--- config.mk ---
export PLATFORM = sky130hd
export DESIGN_NAME = adsr_envelope_gen
export DESIGN_NICKNAME = d
export VERILOG_FILES = /design/src/rtl/adsr_pkg.sv /design/src/rtl/adsr_tick_prescaler.sv /design/src/rtl/adsr_envelope_gen.sv
export SDC_FILE = /design/constraint.sdc
export NUM_CORES = 1
export LEC_CHECK = 0
export CAP_MARGIN = 20
export CORE_MARGIN = 4
export CORE_UTILIZATION = 50
export CTS_BUF_LIST = sky130_fd_sc_hd__clkbuf_16
export CTS_CLUSTER_DIAMETER = 80
export CTS_CLUSTER_SIZE = 28
export DETAILED_ROUTE_END_ITERATION = 7
export PLACE_DENSITY_LB_ADDON = 0.05
export SYNTH_ARGS = -nofsm -noshare
export SYNTH_HDL_FRONTEND = slang
export SYNTH_HIERARCHICAL = 1
export SYNTH_SLANG_ARGS = --single-unit
export TNS_END_PERCENT = 10
--- constraint.sdc ---
create_clock -name clk50Mhz -period 2.7 [get_ports clk50Mhz]
set_clock_uncertainty 0.1 [all_clocks]
set_input_delay 0.54 -clock clk50Mhz [delete_from_list [all_inputs] [get_ports clk50Mhz]]
set_output_delay 0.54 -clock clk50Mhz [all_outputs]
set_load 0.03 [all_outputs]
--- src/rtl/adsr_pkg.sv ---
// Shared state encoding for the ADSR envelope generator and its helpers.
package adsr_pkg;

  typedef logic [2:0] adsr_state_t;

  localparam logic [2:0] ST_IDLE    = 3'd0;
  localparam logic [2:0] ST_ATTACK  = 3'd1;
  localparam logic [2:0] ST_DECAY   = 3'd2;
  localparam logic [2:0] ST_SUSTAIN = 3'd3;
  localparam logic [2:0] ST_RELEASE = 3'd4;

endpackage

--- src/rtl/adsr_tick_prescaler.sv ---
// Free-running base-tick prescaler: one-cycle tick every TICK_DIV clocks.
// Kept standalone so LFO blocks can share the same tick source.
module adsr_tick_prescaler #(
  parameter int TICK_DIV = 500
) (
  input  logic clk50Mhz,
  input  logic Reset,
  output logic tick
);

  localparam int CNT_W = (TICK_DIV > 1) ? $clog2(TICK_DIV) : 1;
  localparam logic [CNT_W-1:0] CNT_LAST = CNT_W'(TICK_DIV - 1);

  logic [CNT_W-1:0] cnt_q;
  logic [CNT_W-1:0] cnt_d;

  assign tick  = (cnt_q == CNT_LAST);
  assign cnt_d = tick ? '0 : cnt_q + 1'b1;

  always_ff @(posedge clk50Mhz) begin
    if (!Reset) begin
      cnt_q <= '0;
    end else begin
      cnt_q <= cnt_d;
    end
  end

endmodule

--- src/rtl/adsr_envelope_gen.sv ---
// Gate-driven ADSR envelope generator with pot-latched rates and sustain level.
// Define ADSR_HARD_RETRIG_EN to restart the envelope from zero on any gate re-trigger.
//
// state   | meaning
// IDLE    | no note, ENV held at 0
// ATTACK  | ENV ramps up to full scale at the attack rate
// DECAY   | ENV ramps down to the sustain level at the decay rate
// SUSTAIN | ENV follows the sustain level, moving at the decay rate
// RELEASE | gate dropped, ENV ramps down to 0 at the release rate
module adsr_envelope_gen
  import adsr_pkg::*;
#(
  parameter int POT_W    = 10,
  parameter int ENV_W    = 12,
  parameter int TICK_DIV = 500
) (
  input  logic             clk50Mhz,
  input  logic             Reset,
  input  logic             GATE,
  input  logic             ENABLE,
  input  logic [POT_W-1:0] POT0,
  input  logic [POT_W-1:0] POT1,
  input  logic [POT_W-1:0] POT2,
  input  logic [POT_W-1:0] POT3,
  output logic [ENV_W-1:0] ENV,
  output logic [2:0]       STATE,
  output logic             STEP,
  output logic             BUSY
);

  localparam int               SUS_SH     = ENV_W - POT_W;
  localparam logic [ENV_W-1:0] ENV_MAX    = '1;
  localparam logic [ENV_W-1:0] ENV_MAX_M1 = ENV_MAX - 1'b1;

  adsr_state_t      state_q, state_d;
  logic [ENV_W-1:0] env_q, env_d;
  logic [POT_W-1:0] pc_q, pc_d;
  logic             step_q;
  logic             gate_q;
  logic [POT_W-1:0] pot_a_q, pot_d_q, pot_s_q, pot_r_q;
  logic [ENV_W-1:0] sus_lvl;
  logic             tick;
  logic             step_evt;
  logic             rate_step;
  logic [POT_W-1:0] rate_cur, rate_new;
`ifdef ADSR_HARD_RETRIG_EN
  logic             gate_prev_q;
`endif

  adsr_tick_prescaler #(
    .TICK_DIV(TICK_DIV)
  ) u_prescaler (
    .clk50Mhz(clk50Mhz),
    .Reset   (Reset),
    .tick    (tick)
  );

  function automatic logic [POT_W-1:0] phase_rate(input adsr_state_t s,
                                                  input logic [POT_W-1:0] ra,
                                                  input logic [POT_W-1:0] rd,
                                                  input logic [POT_W-1:0] rr);
    phase_rate = '0;
    case (s)
      ST_ATTACK:            phase_rate = ra;
      ST_DECAY, ST_SUSTAIN: phase_rate = rd;
      ST_RELEASE:           phase_rate = rr;
      default:              phase_rate = '0;
    endcase
  endfunction

  assign sus_lvl  = ENV_W'(pot_s_q) << SUS_SH;
  assign step_evt = tick && (pc_q == '0);
  assign rate_cur = phase_rate(state_q, pot_a_q, pot_d_q, pot_r_q);
  assign rate_new = phase_rate(state_d, pot_a_q, pot_d_q, pot_r_q);

  always_comb begin
    state_d   = state_q;
    env_d     = env_q;
    rate_step = 1'b0;
    case (state_q)
      ST_IDLE: begin
        if (gate_q) state_d = ST_ATTACK;
      end
      ST_ATTACK: begin
        if (env_q == ENV_MAX) begin
          state_d = ST_DECAY;
        end else if (step_evt) begin
          env_d     = env_q + 1'b1;
          rate_step = 1'b1;
          if (env_q == ENV_MAX_M1) state_d = ST_DECAY;
        end
      end
      ST_DECAY: begin
        if (env_q <= sus_lvl) begin
          state_d = ST_SUSTAIN;
        end else if (step_evt) begin
          env_d     = env_q - 1'b1;
          rate_step = 1'b1;
        end
      end
      ST_SUSTAIN: begin
        if (step_evt && (env_q != sus_lvl)) begin
          env_d     = (env_q < sus_lvl) ? env_q + 1'b1 : env_q - 1'b1;
          rate_step = 1'b1;
        end
      end
      ST_RELEASE: begin
        if (step_evt && (env_q != '0)) begin
          env_d     = env_q - 1'b1;
          rate_step = 1'b1;
        end
        if (gate_q) begin
          state_d = ST_ATTACK;
        end else if (env_q == '0) begin
          state_d = ST_IDLE;
        end
      end
      default: begin
        state_d = ST_IDLE;
        env_d   = '0;
      end
    endcase

    // A pending rate step still lands on the cycle the gate drops.
    if (!gate_q && (state_q inside {ST_ATTACK, ST_DECAY, ST_SUSTAIN})) begin
      state_d = ST_RELEASE;
    end

`ifdef ADSR_HARD_RETRIG_EN
    if (gate_q && !gate_prev_q && (state_q != ST_IDLE)) begin
      state_d   = ST_ATTACK;
      env_d     = '0;
      rate_step = 1'b0;
    end
`endif
  end

  always_comb begin
    pc_d = pc_q;
    if (state_d != state_q) begin
      pc_d = rate_new;
    end else if (step_evt) begin
      pc_d = rate_cur;
    end else if (tick) begin
      pc_d = pc_q - 1'b1;
    end
  end

  always_ff @(posedge clk50Mhz) begin
    if (!Reset) begin
      state_q <= ST_IDLE;
      env_q   <= '0;
      pc_q    <= '0;
      step_q  <= 1'b0;
      gate_q  <= 1'b0;
      pot_a_q <= '0;
      pot_d_q <= '0;
      pot_s_q <= '0;
      pot_r_q <= '0;
    end else begin
      state_q <= state_d;
      env_q   <= env_d;
      pc_q    <= pc_d;
      step_q  <= rate_step;
      gate_q  <= GATE;
      if (ENABLE) begin
        pot_a_q <= POT0;
        pot_d_q <= POT1;
        pot_s_q <= POT2;
        pot_r_q <= POT3;
      end
    end
  end

`ifdef ADSR_HARD_RETRIG_EN
  always_ff @(posedge clk50Mhz) begin
    if (!Reset) begin
      gate_prev_q <= 1'b0;
    end else begin
      gate_prev_q <= gate_q;
    end
  end
`endif

  assign ENV   = env_q;
  assign STATE = state_q;
  assign STEP  = step_q;
  assign BUSY  = (state_q != ST_IDLE);

endmodule

Word-level counts from Yosys, hierarchy flattened
Cells that the tools add are included.

Register bits after elaboration: 76. Output and inout bits: 17.

$add $sub $neg: 4. Order comparisons: 2. Equal/unequal tests: 19. Mux-type cells: 28. Bitwise gates (word level): 2. Reductions and logical operators: 16.

Operator list (number): 2-to-1 mux 12 bit (7); case mux 10 bit (3 select lines) (2); case mux 12 bit (5 select lines) (1); 2-to-1 mux 10 bit (3); == test 12 bit, second input constant (2); 2-to-1 mux 3 bit (8); case mux 3 bit (5 select lines) (1); adder 12 x 1 -> 12 bit, second input constant (1); == test 3 x 2 -> 1 bit, second input constant (4); <= comparator 12 bit (1); zero test 12 bit (1); < comparator 12 bit (1); inequality test 12 bit (1); inequality test 2 bit, second input constant (6); nonzero test 12 bit (1); subtractor 12 x 1 -> 12 bit, second input constant (1); zero test 10 bit (1); subtractor 10 x 1 -> 10 bit, second input constant (1); adder 9 x 1 -> 9 bit, second input constant (1); == test 9 bit, second input constant (1); nonzero test 3 bit (3); AND reduction 7 bit (1); == test 3 x 1 -> 1 bit, second input constant (2); == test 3 bit, second input constant (2); 8 further kinds (18).

Longest topological paths before layout
Gate-level depths: netlist of run 1.

Word-level depth: 10. Depth in mapped cells: 11. Mapped depth without buffers: 9.

Cells and area by module
Netlist of run 1, hierarchy kept.

Modules (own cells, without submodules): adsr_envelope_gen (instances 1, cells an instance 494, area an instance 4112.7 µm²); adsr_tick_prescaler (instances 1, cells an instance 45, area an instance 425.4 µm²).

Worst setup path before layout of run 1
OpenSTA, ideal clock, no wires.

Path type: reg2reg. From: reg env_q[2] (netlist: ENV[2]). To: reg env_q[2] (netlist: ENV[2]). Arrival time: 2.493 ns. Required time: 2.497 ns. Path slack: 0.003 ns. Stages on the path, launching flop included: 11. Path buffers: 1. Period minus slack after synthesis: 2.697 ns. Cell sequence: dfxtp_1 -> buf_2 -> inv_1 -> ha_1 -> nand3_1 -> or3_1 -> o211ai_1 -> a21bo_4 -> o22ai_4 -> a31oi_1 -> a2111oi_2.

Cells in the longest elaborated chain, start to end: 4. Elaborated cells between the ends (all ways): 22.

RTL lines: start, declared (RTL line adsr_envelope_gen.sv:36) `logic [ENV_W-1:0] env_q, env_d;`; start signal, assigned (RTL line adsr_envelope_gen.sv:162) `env_q <= env_d;`; subtractor 12 x 1 -> 12 bit (tied with other cells) (RTL line adsr_envelope_gen.sv:97, adsr_envelope_gen.sv:103, adsr_envelope_gen.sv:109); 2-to-1 mux 12 bit (tied with other cells) (RTL line adsr_envelope_gen.sv:103) `env_d = (env_q < sus_lvl) ? env_q + 1'b1 : env_q - 1'b1;`; 2-to-1 mux 12 bit (tied with other cells) (RTL line adsr_envelope_gen.sv:102) `if (step_evt && (env_q != sus_lvl)) begin`; case mux 12 bit (5 select lines) / AND reduction 7 bit (equally long branches).

Parallel ways exist; a longest one is shown, timed or not. The select of a mux whose other input is x is not followed. A chain may end at the register's enable or synchronous reset.

Worst setup path in the final report of run 1
From: reg env_q[10] (netlist: ENV[10]). To: reg env_q[11] (netlist: ENV[11]).

The elaborated chain is that of the path after synthesis.

==> results of run 1 <==
[cells by family after synthesis]
family	count (synthesis)	synth area share (%)
AOI/OAI and AO/OA	167	27.2
DFF	76	33.5
adders and majority gates	18	4.96
xor gates and xnor gates	5	0.965
and+or+nand+nor	168	18.3
muxes	41	9.07
buffers and inverters	64	6.04
[repair_timing]
| action | 4_1_cts | 5_1_grt |
|---|---|---|
| setup endpoints to repair | 0 | 23 |
| buffers inserted | 0 | 5 |
| gates resized for setup | 0 | 13 |
[metal layers]
layer	global-route usage [%]	up-vias	routed length, um
li1	-	2175	-
met1	30.7	2133	5230
met2	43.1	206	6550
met3	3.89	33	894
met4	11.7	0	435
met5	0	-	0
[path summary, 6_finish.rpt]
kind	startpoint	end	slack (ns)	cells after the start
worst max-delay path	ENV[10]$_SDFFE_PN0P_	ENV[11]$_SDFFE_PN0P_	0.08	9
worst min register to register	pot_s_q[6]$_SDFFE_PN0P_	pot_s_q[6]$_SDFFE_PN0P_	0.39	2
worst min-delay path	pot_s_q[6]$_SDFFE_PN0P_	pot_s_q[6]$_SDFFE_PN0P_	0.39	2
worst max register to register	ENV[10]$_SDFFE_PN0P_	ENV[11]$_SDFFE_PN0P_	0.08	9
[Yosys cell counts (all sizes together), types with 2 or more instances]
cell / n / area share, %
o221ai: 3 / 0.58
nor2b: 2 / 0.28
nand4: 7 / 1.1
nor3: 13 / 1.4
or4: 3 / 0.58
o21ai: 28 / 3.1
nand2: 27 / 2.3
and4: 2 / 0.39
a211oi: 6 / 1.2
inv: 25 / 2.1
clkbuf: 18 / 1.5
clkinv: 2 / 0.17
a222oi: 10 / 2.2
dfxtp: 76 / 34
ha: 18 / 5.0
o22ai: 5 / 0.99
nand2b: 4 / 0.55
buf: 19 / 2.3
a211o: 4 / 0.77
mux2i: 40 / 8.8
a21oi: 36 / 4.1
a21boi: 2 / 0.33
a21o: 6 / 1.0
a32oi: 2 / 0.39
o21a: 9 / 1.5
and3: 6 / 0.83
a31oi: 3 / 0.41
nand3: 16 / 1.8
a221oi: 4 / 0.91
a22o: 3 / 0.58
a311oi: 3 / 0.58
o211ai: 4 / 0.66
or3: 8 / 1.1
nor4: 4 / 0.55
a22oi: 13 / 2.3
xor2: 3 / 0.58
xnor2: 2 / 0.39
nor2: 68 / 5.7
o31ai: 6 / 1.1
and2: 4 / 0.55
o2bb2ai: 8 / 1.5
[stage by stage]
step | cells | setup WS, ns
final | 737 | 0.0796
after global routing | 737 | -0.0810
after CTS | 732 | 0.0184
after detailed placement | 717 | 0.0372
after global placement | 717 | 0.148
after floorplan | 539 | 0.00340
[power by group through the flow]
stage,sequential [uW],combinational (uW),clock (uW)
floorplan,1240,232,0
global placement,1250,372,0
detailed placement,1250,379,0
CTS,1230,385,1470
global route,1240,439,1530
finish,1230,397,1450
[sequential cells by signal, summed over array words and instances, names as in the netlist]
| register | count |
|---|---|
| pot_a_q | 10 |
| pot_d_q | 10 |
| ENV | 12 |
| pot_s_q | 10 |
| u_prescaler/cnt_q | 9 |
| gate_q | 1 |
| STEP | 1 |
| pot_r_q | 10 |
| STATE | 3 |
| pc_q | 10 |
[critical path: stages, from the launching register on]
cell and delay (ns):
dfxtp_1 0.35, ha_1 0.32, nand4_1 0.15, or3_4 0.44, o211ai_1 0.25, a21bo_4 0.28
o22ai_4 0.20, buf_4 0.16, a221oi_2 0.03, a211oi_2 0.22
[layout make-up]
type / count / area, um^2 / area share, %
multi-input combinational: 399 / 2790 / 47.3
clock buffer: 9 / 225 / 3.81
tap: 108 / 135 / 2.29
clock inverter: 6 / 128 / 2.16
timing repair buffer: 112 / 1010 / 17.0
inverter: 27 / 101 / 1.71
sequential: 76 / 1520 / 25.7
[placed cells by master, fill, tap and decap left out, types with 4 or more instances in the layout]
cell             instances
a21o_1                   4
a211oi_1                 4
buf_4                   49
nor2_1                  66
o21ai_1                  7
nand3_1                 16
or3_1                    7
a211o_1                  4
ha_1                    17
a222oi_1                10
a22oi_1                 12
inv_1                   25
nand4_1                  6
o21a_1                   9
o21ai_0                 21
o31ai_1                  4
o22ai_1                  4
nand2_1                 26
a21oi_1                 33
nor3_1                  13
dfxtp_1                 76
bufinv_16                4
clkinv_1                 4
clkbuf_16                9
and2_1                   4
clkdlybuf4s50_1         59
o2bb2ai_1                8
o211ai_1                 4
mux2i_1                 40
nand2b_1                 4
and3_1                   6
==> impl_metrics.toml, run 1 <==
[route]
wl_mm = 13.1
drtIter0Drc = 351
ant_nets = 0
wl_per_cell_um = 17.8
viasPerCell = 6.17
drc = 0
vias = 4547
first_pass_iters = 6

[worst_setup_path]
start_kind = "flip-flop"
crit_required_ns = 2.84
critical_path.max_fanout = 6
cp.arrival_ns = 2.76
critPathCaptureType = "flip-flop"
criticalPathCategory = "reg -> reg"

[yosys]
ys_ff_latch = 76
syn_nets = 601
netlist_area_um2 = 4540
ys_dominant_reg_cell = "dfxtp_1"
async_flop_share_pct = 0
ys_seq_area_share_pct = 33.5
netlist_instances = 539
yosysUniqueCellTypes = 73
synth_edf_count = 0
yosys_warnings = 6
avgSynthCellArea_um2 = 8.42

[power]
cell_internal_pwr_uw = 2360
switching_share_pct = 23.2
pwr-share-comb_pct = 12.9
p_sw_uw = 712
p_per_area_nw_per_um2 = 520
p_total_uw = 3070
clock_power_share_pct = 47.1
peakVddDrop_v = 0.000298
seq_power_share_pct = 40.0
p_leak_uw = 0.00237

[die]
die_y_um = 103
rows = 34
die_x_um = 103
core_area_um2 = 8760
die_area_um2 = 10700
io_pins = 61
start_util_pct = 51.8

[place]
dp_hpwl_mm = 9.22
place.port_buffers = 60
place_area_um2 = 5460
gp_congestion = 0.967

[timing]
hold_slack_ns = 0.394
slew_headroom_pct = 56.9
worstMarginPinSlew_ns = 0.646
fin_crit_sh_pct = 97.1
finalSetupViolCount = 0
max_freq_ghz = 0.382
hold_violations = 0
fin_crit_ns = 2.62
rsz0062_at_grt = "yes"
drv_slew = 0
tns_ns = 0

[clocking]
htree_levels = 3
cts_tree = "yes"
clkLatencyLatePin_ns = 0.34
cts_sinks = 76
cts_buffers = 9
max-clock-path-buffers = 2
clockRootBuffer = "clkbuf_16"
clk_pin_slew_ns = 0.06
hold_buffers = 0

[final_layout]
drive_gt1_share_pct = 14.9
antenna_cells = 0
fillers = 731
fin_nets = 687
area_delta_synth_final_pct = 30.2
fin_area_um2 = 5910
final_util_pct = 67.4

[global_route]
grt_pass1_vias = 4335
grt_pass1_wl_mm = 21.0
antenna_found_initial = 0
grt_usage_pct = 25.0
grt_max_degree = 54
grt.overflow.total = 0

[run]
cap_violations = 0

[min_path]
hold_class = "reg -> reg"

[outcome]
status = "finished clean"
Power figures use the tool's default switching activity.
==> run 2, diff against run 1 <==
CORE_ASPECT_RATIO = 0.5   (was not set)
GPL_ROUTABILITY_DRIVEN = 0   (was not set)
==> run 2 against run 1 <==
Final cell count rose by 1.8%. Register-to-register slack is essentially flat. Critical path depth is the same. Via count down 2.6%. Flip-flop and latch count stayed put. Power down 8.0%. Utilization rose by 0.090 points. Combinational power increased by 3%. Hold slack worse by 0.0041 ns. Die area increased by 0.86%. Clock power fell by 18%. Sequential power is essentially flat.
==> impl_metrics.toml, run 2 (synthesis gave the netlist of run 1 again) <==
[outcome]
status = "finished clean"

[min_path]
hold_class = "reg -> reg"

[route]
drc = 0
wl_per_cell_um = 16.7
vias = 4427
viasPerCell = 5.90
wl_mm = 12.5
drtIter0Drc = 366
ant_nets = 0
first_pass_iters = 5

[timing]
rsz0062_at_grt = "yes"
hold_slack_ns = 0.390
fin_crit_sh_pct = 97.1
setup_ws_ns = 0.0774
finalSetupViolCount = 0
max_freq_ghz = 0.381
fin_crit_ns = 2.62
worstMarginPinSlew_ns = 0.580
hold_violations = 0
drv_slew = 0
slew_headroom_pct = 61.1

[final_layout]
final_util_pct = 67.5
fin_nets = 690
drive_gt1_share_pct = 16.1
fin_area_um2 = 5920
fillers = 747
area_delta_synth_final_pct = 30.5
final_cell_mix = "dfxtp_1 (76), nor2_1 (67), clkdlybuf4s50_1 (59), buf_4 (50), mux2i_1 (40)"
antenna_cells = 0
largest_reg_flops = 12
layout_commonest_cell = "dfxtp_1"

[die]
die_y_um = 75.4
start_util_pct = 51.8
rows = 24
core_area_um2 = 8770
io_pins = 61
die_x_um = 143
die_area_um2 = 10800

[worst_setup_path]
ff2ff_setup_slack_ns = 0.08
ff2ff_path_depth = 9
critPathCaptureType = "flip-flop"
cp_slowest_stage_delay_ns = 0.46
cpMaxStageDelayCell = "or3_4"
criticalPathCategory = "reg -> reg"
start_kind = "flip-flop"
reg2reg_to = "ENV[3]$_SDFFE_PN0P_"
crit_chain = "inv_1 > ha_1 > nand4_1 > or3_4 > o211ai_1 > a21bo_4 > a22oi_2 > nor2_1 > a32o_1"
critical_path.max_fanout = 5
crit_required_ns = 2.83
worstSetupStartpoint = "pot_s_q[8]$_SDFFE_PN0P_"
cp-endpoint = "ENV[3]$_SDFFE_PN0P_"
rr_startpoint = "pot_s_q[8]$_SDFFE_PN0P_"
cp.arrival_ns = 2.75

[global_route]
grt_pass1_wl_mm = 19.8
grt_max_degree = 54
grtUsageMet3_pct = 4.70
met1_usage_pct = 30.3
antenna_found_initial = 0
grtUsageMet2_pct = 39.3
grt_usage_pct = 23.0
grt-busiest-layer = "met2"
grt_pass1_vias = 4092
grt.overflow.total = 0

[place]
place_area_um2 = 5510
dp_hpwl_mm = 8.81
pre_cts_ws_ns = 0.0695
place.port_buffers = 60

[clocking]
hold_buffers = 0
clkLatencyLatePin_ns = 0.34
htree_levels = 3
cts_buffers = 9
clk_pin_slew_ns = 0.06
max-clock-path-buffers = 2
cts_tree = "yes"
cts_sinks = 76
clockRootBuffer = "clkbuf_16"

[power]
p_total_uw = 2830
p_leak_uw = 0.00237
p_per_area_nw_per_um2 = 477
peakVddDrop_v = 0.000317

[run]
cap_violations = 0
run 2: changes by cell type in the layout (fill, tap and decap cells not counted), sizes merged:
cell	previous run	this run
clkinv	4	5
clkbuf	9	10
clkinvlp	0	1
buf	53	55
inv	25	27
bufinv	4	1
run 2: worst max-delay path, delay by kind of cell (launching register included):
family | cells | cell delay (ns)
compound gates | 4 | 1.00
fa+ha+maj | 1 | 0.28
buf+inv | 1 | 0.05
flops | 1 | 0.34
simple gates | 3 | 0.74
run 2: worst min-delay path by stage:
stage | cells past startpoint | slack (ns) | endpoint | start
floorplan | 1 | 0.35 | u_prescaler/cnt_q[0]$_SDFF_PP0_ | u_prescaler/cnt_q[0]$_SDFF_PP0_
global placement | 2 | 0.38 | pot_s_q[2]$_SDFFE_PN0P_ | pot_s_q[2]$_SDFFE_PN0P_
detailed placement | 2 | 0.39 | pot_s_q[5]$_SDFFE_PN0P_ | pot_s_q[5]$_SDFFE_PN0P_
CTS | 2 | 0.40 | pot_s_q[5]$_SDFFE_PN0P_ | pot_s_q[5]$_SDFFE_PN0P_
global route | 2 | 0.43 | pot_s_q[4]$_SDFFE_PN0P_ | pot_s_q[4]$_SDFFE_PN0P_
finish | 2 | 0.39 | pot_s_q[5]$_SDFFE_PN0P_ | pot_s_q[5]$_SDFFE_PN0P_
run 2: what timing repair did:
item | CTS | global route
endpoints found under the setup margin | 0 | 23
resized for setup | 0 | 19
hold endpoints to repair | 0 | 0
buffers inserted | 0 | 5
run 2: layout make-up:
| class | count | area (um^2) | area share (%) |
|---|---|---|---|
| multi-input combinational | 399 | 2810 | 47.5 |
| sequential | 76 | 1520 | 25.7 |
| timing repair buffer | 115 | 1050 | 17.7 |
| clock buffer | 9 | 225 | 3.80 |
| tap | 117 | 146 | 2.47 |
| inverter | 27 | 101 | 1.71 |
| clock inverter | 7 | 67.6 | 1.14 |
run 2: per-layer routing:
| layer | share of wire [%] | routed length (um) |
|---|---|---|
| met3 | 6.1 | 760 |
| met4 | 0.96 | 120 |
| met5 | 0 | 0 |
| met2 | 46 | 5730 |
| met1 | 47 | 5940 |
run 2: where the power goes:
| part | internal [uW] | switching (uW) |
|---|---|---|
| sequential | 1180 | 49.5 |
| clock | 712 | 480 |
| combinational | 204 | 204 |
| total | 2090 | 734 |
run 2: per-stage QoR:
| step | cells | TNS (ns) |
|---|---|---|
| after floorplan | 539 | 0 |
| after global placement | 728 | 0 |
| after detailed placement | 728 | 0 |
| after CTS | 744 | 0 |
| after global routing | 750 | -0.158 |
| final | 750 | 0 |
==> run 3, diff against run 2 <==
GPL_TIMING_DRIVEN = 0   (was not set)
RECOVER_POWER = 100   (was not set)
clock period = 3 ns   (was 2.7 ns; I/O delays follow)
==> run 3 against run 2 <==
Global-route usage grew 0.69 points. Utilization shrank 4.0 points. Sequential power shrank 9.8%. Flip-flop and latch count is the same. Die area is the same. Routed wire length grew 1.3%. First-iteration DRC count grew 6.3%. Via count grew 1.1%. Design area shrank 5.9%. Final cell count shrank 2.3%. Largest power group unchanged. Combinational power shrank 18%. Register-to-register slack gained 0.02 ns. Highest routed layer unchanged.
==> impl_metrics.toml, run 3 (synthesis gave the netlist of run 1 again) <==
[clocking]
htree_levels = 3
clkLatencyLatePin_ns = 0.34
cts_buffers = 9
cts_tree = "yes"
clockRootBuffer = "clkbuf_16"
cts_sinks = 76
max-clock-path-buffers = 2
clk_pin_slew_ns = 0.06

[timing]
hold_violations = 0
finalSetupViolCount = 0
fin_crit_ns = 2.90
max_freq_ghz = 0.345
fin_crit_sh_pct = 96.6
worstMarginPinSlew_ns = 0.908
tns_ns = 0
hold_slack_ns = 0.394
drv_slew = 0
rsz0062_at_grt = "no"
slew_headroom_pct = 39.5

[power]
cell_internal_pwr_uw = 1780
p_sw_uw = 671
seq_power_share_pct = 45.1
pwr-share-comb_pct = 13.6
peakVddDrop_v = 0.000292
switching_share_pct = 27.4
p_leak_uw = 0.00221
clock_power_share_pct = 41.3
p_per_area_nw_per_um2 = 439

[final_layout]
register_area_um2 = 1520
final_cell_mix = "dfxtp_1 (76), nor2_1 (66), clkdlybuf4s50_1 (41), mux2i_1 (40), a21oi_1 (33)"
layout_commonest_cell = "dfxtp_1"
antenna_cells = 0
fillers = 825
multi_input_area_um2 = 2740
largest_reg_flops = 12
instances_no_fill = 733
area_delta_synth_final_pct = 22.9
drive_gt1_share_pct = 8.77
fin_nets = 673

[route]
first_pass_iters = 6
wl_per_cell_um = 17.3
wl_mm = 12.7
drc = 0
viasPerCell = 6.11
drtIter0Drc = 389
vias = 4476
ant_nets = 0

[place]
place_inst = 715
dp_hpwl_mm = 9.05
place.port_buffers = 59

[outcome]
status = "finished clean"

[die]
die_x_um = 143
die_y_um = 75.4
io_pins = 61
core_area_um2 = 8770
rows = 24
start_util_pct = 51.8
die_area_um2 = 10800

[worst_setup_path]
critical_path.max_fanout = 10
crit_required_ns = 3.12
rr_startpoint = "ENV[0]$_SDFFE_PN0P_"
reg2reg_to = "pc_q[2]$_SDFFE_PN0P_"
ff2ff_setup_slack_ns = 0.10
cp-endpoint = "pc_q[2]$_SDFFE_PN0P_"
critPathCaptureType = "flip-flop"
cp.arrival_ns = 3.01
criticalPathCategory = "reg -> reg"
worstSetupStartpoint = "ENV[0]$_SDFFE_PN0P_"
ff2ff_path_depth = 8
start_kind = "flip-flop"

[min_path]
hold_class = "reg -> reg"

[run]
cap_violations = 0

[global_route]
grt_pass1_vias = 3871
grt_usage_pct = 23.6
grt_pass1_wl_mm = 19.9
grt_max_degree = 15
antenna_found_initial = 0
grt.overflow.total = 0
[run 3: changes by cell type in the layout (fill, tap and decap cells not counted), moves of 7 or more]
cell and delta:
buf_1 +7, buf_4 -44, clkbuf_1 +16, clkdlybuf4s50_1 -18, dlygate4sd3_1 +18
[run 3: routing by layer]
| metal | part of all wire (%) | track usage [%] |
|---|---|---|
| met1 | 47 | 32.6 |
| met2 | 44 | 38.1 |
| met3 | 7.9 | 5.27 |
| met4 | 1.4 | 6.43 |
| met5 | 0 | 0 |
[run 3: critical path, stage by stage, from the launching register on]
cell and delay (ns):
dfxtp_1 0.39, inv_1 0.18, ha_1 0.22, or3b_2 0.48
o31ai_1 0.39, a211oi_1 0.17, clkbuf_2 0.27, a222oi_1 0.46
a21oi_1 0.11
[run 3: cell type report]
cell class / count / share of cell area, %
clock buffers: 9 / 4.04
multi-input cells: 399 / 49.1
clock inverters: 7 / 0.920
flip-flops and latches: 76 / 27.3
well taps: 117 / 2.63
inverters: 27 / 1.82
repair buffers: 62 / 11.0
plain buffers: 36 / 3.16
[run 3: power by group through the flow]
stage          registers (uW)  logic (uW)  clock network [uW]
5_1_grt                  1110         368                1070
3_3_place_gp             1120         322                   0
2_1_floorplan            1120         209                   0
3_5_place_dp             1130         327                   0
4_1_cts                  1100         329                1020
6_report                 1110         333                1010
[run 3: how the worst min path moves through the flow]
stage	cells past startpoint	from	endpoint	slack, ns
2_1_floorplan	1	u_prescaler/cnt_q[0]$_SDFF_PP0_	u_prescaler/cnt_q[0]$_SDFF_PP0_	0.35
3_3_place_gp	2	pot_s_q[4]$_SDFFE_PN0P_	pot_s_q[4]$_SDFFE_PN0P_	0.37
3_5_place_dp	2	pot_s_q[7]$_SDFFE_PN0P_	pot_s_q[7]$_SDFFE_PN0P_	0.39
4_1_cts	2	pot_s_q[7]$_SDFFE_PN0P_	pot_s_q[7]$_SDFFE_PN0P_	0.40
5_1_grt	2	u_prescaler/cnt_q[6]$_SDFF_PP0_	u_prescaler/cnt_q[6]$_SDFF_PP0_	0.43
6_report	2	pot_s_q[5]$_SDFFE_PN0P_	pot_s_q[5]$_SDFFE_PN0P_	0.39
[run 3: timing repair]
| action | 4_1_cts | 5_1_grt |
|---|---|---|
| pin swaps | 0 | 2 |
| endpoints found under the setup margin | 1 | 20 |
| hold buffers | 0 | 0 |
| setup buffers | 0 | 3 |
| resized for setup | 1 | 8 |
| gates cloned | 0 | 0 |
[run 3: stage by stage]
step	utilization [%]	area [um^2]	total power (uW)	worst slack, ns
after floorplan	-	4540	1320	0.303
after global placement	60.2	5280	1450	0.0427
after detailed placement	60.2	5280	1450	-0.0211
after CTS	63.3	5550	2460	0.0845
after global routing	63.6	5580	2550	0.00599
final	63.6	5580	2450	0.101
